`src/rtl/pid_pkg.sv`:
```
// Shared definitions for the PID control loop: sequencer state encoding and
// the engine latency that both the sequencer and the PID engine agree on.
package pid_pkg;

   localparam int PID_LAT_DEFAULT = 6;

   typedef enum logic [2:0] {
      ST_IDLE      = 3'd0,
      ST_WAIT_TICK = 3'd1,
      ST_WAIT_SENS = 3'd2,
      ST_START     = 3'd3,
      ST_WAIT_PID  = 3'd4,
      ST_OUTPUT    = 3'd5
   } pid_state_e;

   // A loop is in flight from sensor wait until the result is published.
   function automatic logic state_busy(input pid_state_e s);
      return !((s == ST_IDLE) || (s == ST_WAIT_TICK));
   endfunction

endpackage

```
`src/rtl/pid_tick_timer.sv`:
```
// Sample-period timer: counts period..0 while enabled, pulses tick at 0 and
// reloads; a new period value is only picked up on a reload.
module pid_tick_timer #(
   parameter int PER_W = 16
) (
   input  logic             clk,
   input  logic             rst,
   input  logic             enable,
   input  logic [PER_W-1:0] period,
   output logic             tick
);

   logic [PER_W-1:0] cnt_q;
   logic             run_q;

   // run_q marks that the counter has been loaded since enable rose.
   always_ff @(posedge clk or posedge rst) begin
      if (rst) begin
         cnt_q <= '0;
         run_q <= 1'b0;
      end else if (!enable) begin
         cnt_q <= '0;
         run_q <= 1'b0;
      end else if (!run_q) begin
         cnt_q <= period;
         run_q <= 1'b1;
      end else if (cnt_q == '0) begin
         cnt_q <= period;
      end else begin
         cnt_q <= cnt_q - PER_W'(1);
      end
   end

   assign tick = enable && run_q && (cnt_q == '0);

endmodule

```
`src/rtl/pid_sequencer.sv`:
```
// Sample-loop sequencer: paces sensor capture with the tick timer, launches the
// external PID engine and publishes its result as a control value.
module pid_sequencer
   import pid_pkg::*;
#(
   parameter int DATA_W  = 16,
   parameter int PER_W   = 16,
   parameter int PID_LAT = PID_LAT_DEFAULT
) (
   input  logic              clk,
   input  logic              rst,
   input  logic              enable,
   input  logic [PER_W-1:0]  period,
   input  logic              sens_valid,
   input  logic [DATA_W-1:0] sens_data,
   output logic              sens_ready,
   output logic              pid_start,
   output logic [DATA_W-1:0] pid_data,
   input  logic [DATA_W-1:0] pid_result,
   output logic              ctrl_valid,
   output logic [DATA_W-1:0] ctrl_data,
   output logic              overrun,
   input  logic              clear_overrun,
   output logic              busy,
   output logic [15:0]       sample_cnt
);

   localparam int               LAT_W    = (PID_LAT > 2) ? $clog2(PID_LAT) : 1;
   localparam logic [LAT_W-1:0] LAT_LAST = LAT_W'((PID_LAT >= 2) ? PID_LAT - 2 : 0);

   pid_state_e        state_q;
   pid_state_e        state_d;
   logic              tick;
   logic              tick_eff;
   logic              free_run;
   logic              xfer;
   logic              ovr_set;
   logic [LAT_W-1:0]  lat_cnt_q;
   logic [DATA_W-1:0] cap_q;
   logic [DATA_W-1:0] ctrl_q;
   logic [15:0]       sample_cnt_q;
   logic              overrun_q;

   pid_tick_timer #(
      .PER_W (PER_W)
   ) u_tick_timer (
      .clk    (clk),
      .rst    (rst),
      .enable (enable),
      .period (period),
      .tick   (tick)
   );

   // In free-run the timer is ignored, so its ticks must not count as missed.
   assign free_run = (period == '0);
   assign tick_eff = tick && !free_run;
   assign xfer     = sens_ready && sens_valid;
   assign ovr_set  = tick_eff && (state_q != ST_WAIT_TICK);

   always_ff @(posedge clk or posedge rst) begin
      if (rst) state_q <= ST_IDLE;
      else     state_q <= state_d;
   end

   always_comb begin
      state_d = state_q;
      case (state_q)
         ST_IDLE:      if (enable) state_d = ST_WAIT_TICK;
         ST_WAIT_TICK: begin
            if (!enable)                   state_d = ST_IDLE;
            else if (free_run || tick_eff) state_d = ST_WAIT_SENS;
         end
         ST_WAIT_SENS: begin
            if (!enable)    state_d = ST_IDLE;
            else if (xfer)  state_d = ST_START;
         end
         ST_START:     state_d = (PID_LAT <= 1) ? ST_OUTPUT : ST_WAIT_PID;
         ST_WAIT_PID:  if (lat_cnt_q == LAT_LAST) state_d = ST_OUTPUT;
         ST_OUTPUT: begin
            if (!enable)      state_d = ST_IDLE;
            else if (free_run) state_d = ST_WAIT_SENS;
            else               state_d = ST_WAIT_TICK;
         end
         default:      state_d = ST_IDLE;
      endcase
   end

   always_comb begin
      sens_ready = 1'b0;
      pid_start  = 1'b0;
      ctrl_valid = 1'b0;
      case (state_q)
         ST_WAIT_SENS: sens_ready = enable;
         ST_START:     pid_start  = 1'b1;
         ST_OUTPUT:    ctrl_valid = 1'b1;
         default:      ;
      endcase
      busy = state_busy(state_q);
   end

   // Engine latency: WAIT_PID covers PID_LAT-1 cycles after the start pulse.
   always_ff @(posedge clk or posedge rst) begin
      if (rst)                         lat_cnt_q <= '0;
      else if (state_q == ST_WAIT_PID) lat_cnt_q <= lat_cnt_q + LAT_W'(1);
      else                             lat_cnt_q <= '0;
   end

   always_ff @(posedge clk or posedge rst) begin
      if (rst)       cap_q <= '0;
      else if (xfer) cap_q <= sens_data;
   end

   always_ff @(posedge clk or posedge rst) begin
      if (rst) begin
         ctrl_q       <= '0;
         sample_cnt_q <= '0;
      end else if (state_q == ST_OUTPUT) begin
         ctrl_q       <= pid_result;
         sample_cnt_q <= sample_cnt_q + 16'd1;
      end
   end

   // A missed tick outranks a simultaneous clear.
   always_ff @(posedge clk or posedge rst) begin
      if (rst)                overrun_q <= 1'b0;
      else if (ovr_set)       overrun_q <= 1'b1;
      else if (clear_overrun) overrun_q <= 1'b0;
   end

   assign pid_data   = cap_q;
   assign ctrl_data  = ctrl_q;
   assign sample_cnt = sample_cnt_q;
   assign overrun    = overrun_q;

endmodule
```
`config.mk`:
```
export PLATFORM = sky130hd
export DESIGN_NAME = pid_sequencer
export DESIGN_NICKNAME = d
export VERILOG_FILES = /design/src/rtl/pid_pkg.sv /design/src/rtl/pid_tick_timer.sv /design/src/rtl/pid_sequencer.sv
export SDC_FILE = /design/constraint.sdc
export NUM_CORES = 1
export LEC_CHECK = 0
export BUFFER_PORTS_ARGS = -buffer_cell sky130_fd_sc_hd__clkbuf_2
export CAP_MARGIN = 30
export CORE_ASPECT_RATIO = 1.5
export CORE_MARGIN = 2
export CORE_UTILIZATION = 40
export DETAILED_ROUTE_END_ITERATION = 8
export MAX_ROUTING_LAYER = met4
export SYNTH_ARGS = -nofsm -noshare
export SYNTH_HDL_FRONTEND = slang
export SYNTH_SLANG_ARGS = --single-unit
export TNS_END_PERCENT = 1
```
`constraint.sdc`:
```
create_clock -name clk -period 3.6 [get_ports clk]
set_input_delay 0.72 -clock clk [delete_from_list [all_inputs] [get_ports clk]]
set_output_delay 0.72 -clock clk [all_outputs]
set_load 0.05 [all_outputs]
```
==> qor.yml <==
timing.hold.worst.class: "input pin to async pin"
tritoncts: "done"
first_iter_violations: 112
slowest_stage: "nor4b_4"
ys_async_sr_fraction_pct: 100
final_hold_vios: 0
post-cts-setup-buffer-count: 0
power_switching_share_pct: 42.4
crit_chain: "clkbuf_2 -> inv_2 -> nor4b_4 -> clkbuf_2"
cts.hold.buffers_added: 0
synth.distinct_cells: 46
synth.cell_area_um2: 3410
timing.critical_path.mode_cell: "clkbuf_2"
synth_mux_area_share_pct: 6.39
synthAdderAreaFrac_pct: 1.84
route.detailed.drc: 0
die_y_um: 117
floorplan.core_area_um2: 8360
critPathMaxStageDelay_ns: 0.39
final.fill_count: 785
p_int_mw: 2.13
max_cap_violations: 0
regToRegStartpoint: "u_tick_timer.cnt_q[0]"
grt_use_met2_pct: 29.0
largest_net_degree_at_the_start_of_global_routing: 39
sum_of_net_half_perimeters_after_detailed_placement_mm: 5.64
avgSynthCellArea_um2: 10.8
arrival_time_reported_for_the_critical_path_endpoint_ns: 1.91
cts_num_sinks: 72
vias_in_the_first_global_route: 2687
critical_path_buf_inv_count: 3
cts_buffer_depth: 2
synthSimpleGateAreaFrac_pct: 20.4
post_drt_wl_per_cell_um: 14.4
buffer_ports.inserted: 105
post-synth-top-area-fraction_pct: 52.9
drt-total-wl_mm: 7.70
compound_cell_area_share_of_the_yosys_netlist_pct: 8.08
cts.reportedPaths.clkPinSlew_ns: 0.06
detail_route.vias_per_cell: 5.02
clkLatencyLatePin_ns: 0.33
h-tree-depth: 3
postSynthNetCount: 373
detailroute.via_count: 2689
synth_warnings: 0
post_synth_xor_area_fraction_pct: 7.20
grtUsageTotal_pct: 18.5
timing_max_transition_violations_final: 0
num_antenna_cells: 0
drt_first_pass_iters: 4
crit_type: "input pin to primary output"
floorplan.io_pins: 106
nets: 482
grt.overflow.total: 0
share_of_the_yosys_chip_area_belonging_to_registers_pct: 52.9
globalRouteMet3Util_pct: 4.52
die-width_um: 79.4
outcome: "complete, no violations"
grt_setup_unrepaired: "false"
top_usage_layer: "met2"
ir_worst_vdd_mv: 0.583
power.share.combinational_pct: 39.1
critPathLaunchType: "input pin"
synth_common_cells: "72 x dfrtp_1, 63 x nand2_1, 17 x nor2_1"
worstSetupEndpointType: "primary output"
post-route-min-period_ns: 2.63
place_congestion: 0.883
crit_path_start: "enable"
max_freq_mhz: 381
worst-endpoint-required_ns: 2.88
clock-root-buffer: "clkbuf_16"
cts_buf_count: 9
power_frac_seq_pct: 32.9
postRouteAntennaNets: 0
critPathMaxFanout: 15
synth_most_common_cell: "dfrtp_1"
p_leak_nw: 2.26
initial_core_util_pct: 40.7
final_layout_size_suffix_gt1_share_pct: 36.8
area.growth.synth_to_final_pct: 29.0
post_synth_edffs: 0
post_synth_main_area_contributors: "dfrtp_1 53%, nand2_1 6.9%, mux2_4 4.4%"
worst_slew_margin_rel_pct: 32.6
synth_flop_cell: "dfrtp_1"
synth_top_family_by_area: "simple AND/OR/NAND/NOR gates"
post_synthesis_cell_type_with_the_largest_combined_area: "dfrtp_1"
setup_viol: 0
cts.repair.resized: 0
worst_slew_pin_slew_ns: 1.00
fp-row-count: 41
cpLargestDelayFamily: "buffers and inverters"
timing.final.crit_share_pct: 73.0
netlist_instances: 315
timing.hold.ws_ns: 0.299
antenna_found_initial: 0
globalRouteMet1Util_pct: 21.8
die-area_um2: 9290
clock_skew_ns: 0.00720
power_switching_mw: 1.56
pwr-share-clk_pct: 28.0
ys_seq_elements: 72
totalNegativeSetupSlack_ns: 0
power_density_nw_per_um2: 839
grt_pass1_wl_mm: 12.8
==> sequential cells by signal, summed over array words and instances (netlist names) <==
register,count
state_q,3
ctrl_data,16
lat_cnt_q,3
pid_data,16
u_tick_timer.run_q,1
sample_cnt,16
u_tick_timer.cnt_q,16
overrun,1
==> cells by family (layout without fill, tap and decap cells) <==
kind of cell	after synthesis	after routing
compound gates	38	38
xor+xnor	28	28
fa+ha+maj	5	5
buf+inv	23	137
flops	72	72
mux	16	16
simple gates	133	133
==> cell usage in the layout, fill, tap and decap left out, types with 6 or more instances in the layout <==
master / instances
mux2_4: 10
nor2_1: 17
dfrtp_1: 72
and3_1: 6
xnor2_1: 12
clkbuf_16: 9
nand4_1: 8
mux2_2: 6
a21oi_1: 11
o21ai_1: 9
nand3_1: 9
inv_1: 8
clkbuf_2: 105
xor2_1: 16
nand2_1: 63
nor4_1: 6
==> per-stage QoR <==
stage	area [um2]	util, %	worst slack [ns]	cells	total power, mW
floorplan	3410	-	1.06	315	2.34
global placement	4030	48.2	1.00	519	2.66
detailed placement	4050	48.4	0.968	520	2.68
CTS	4400	52.6	0.962	536	3.73
global route	4400	52.6	0.886	536	3.88
finish	4400	52.6	0.972	536	3.69
==> power by group through the flow <==
stage,combinational (mW),sequential (mW),clock (mW)
floorplan,0.503,1.83,0
global placement,1.44,1.22,0
detailed placement,1.45,1.22,0
CTS,1.46,1.22,1.06
global route,1.54,1.25,1.09
finish,1.44,1.21,1.03
==> path summary, 6_finish.rpt <==
path	endpoint	slack [ns]	depth (start not counted)
setup / recovery	sens_ready	0.97	4
hold / removal	pid_data[3]	0.30	2
setup reg to reg	u_tick_timer.cnt_q[10]	1.44	7
hold reg to reg	lat_cnt_q[0]	0.46	1
max in group asynchronous	pid_data[10]	2.82	3
min in group clk	lat_cnt_q[0]	0.46	1
==> per-layer routing <==
metal / share of wire (%) / routed length (um)
met5: 0 / 0
met4: 2.6 / 197
met3: 5.0 / 385
met2: 50 / 3880
met1: 42 / 3240
==> layout make-up <==
class	instances	area (um2)	area share, %
clock inverters	5	104	2.36
well taps	107	134	3.05
flip-flops and latches	72	1800	41.0
repair buffers	110	576	13.1
clock buffers	11	243	5.52
multi-input cells	220	1500	34.0
inverters	11	41.3	0.939
Power figures use the tool's default switching activity.
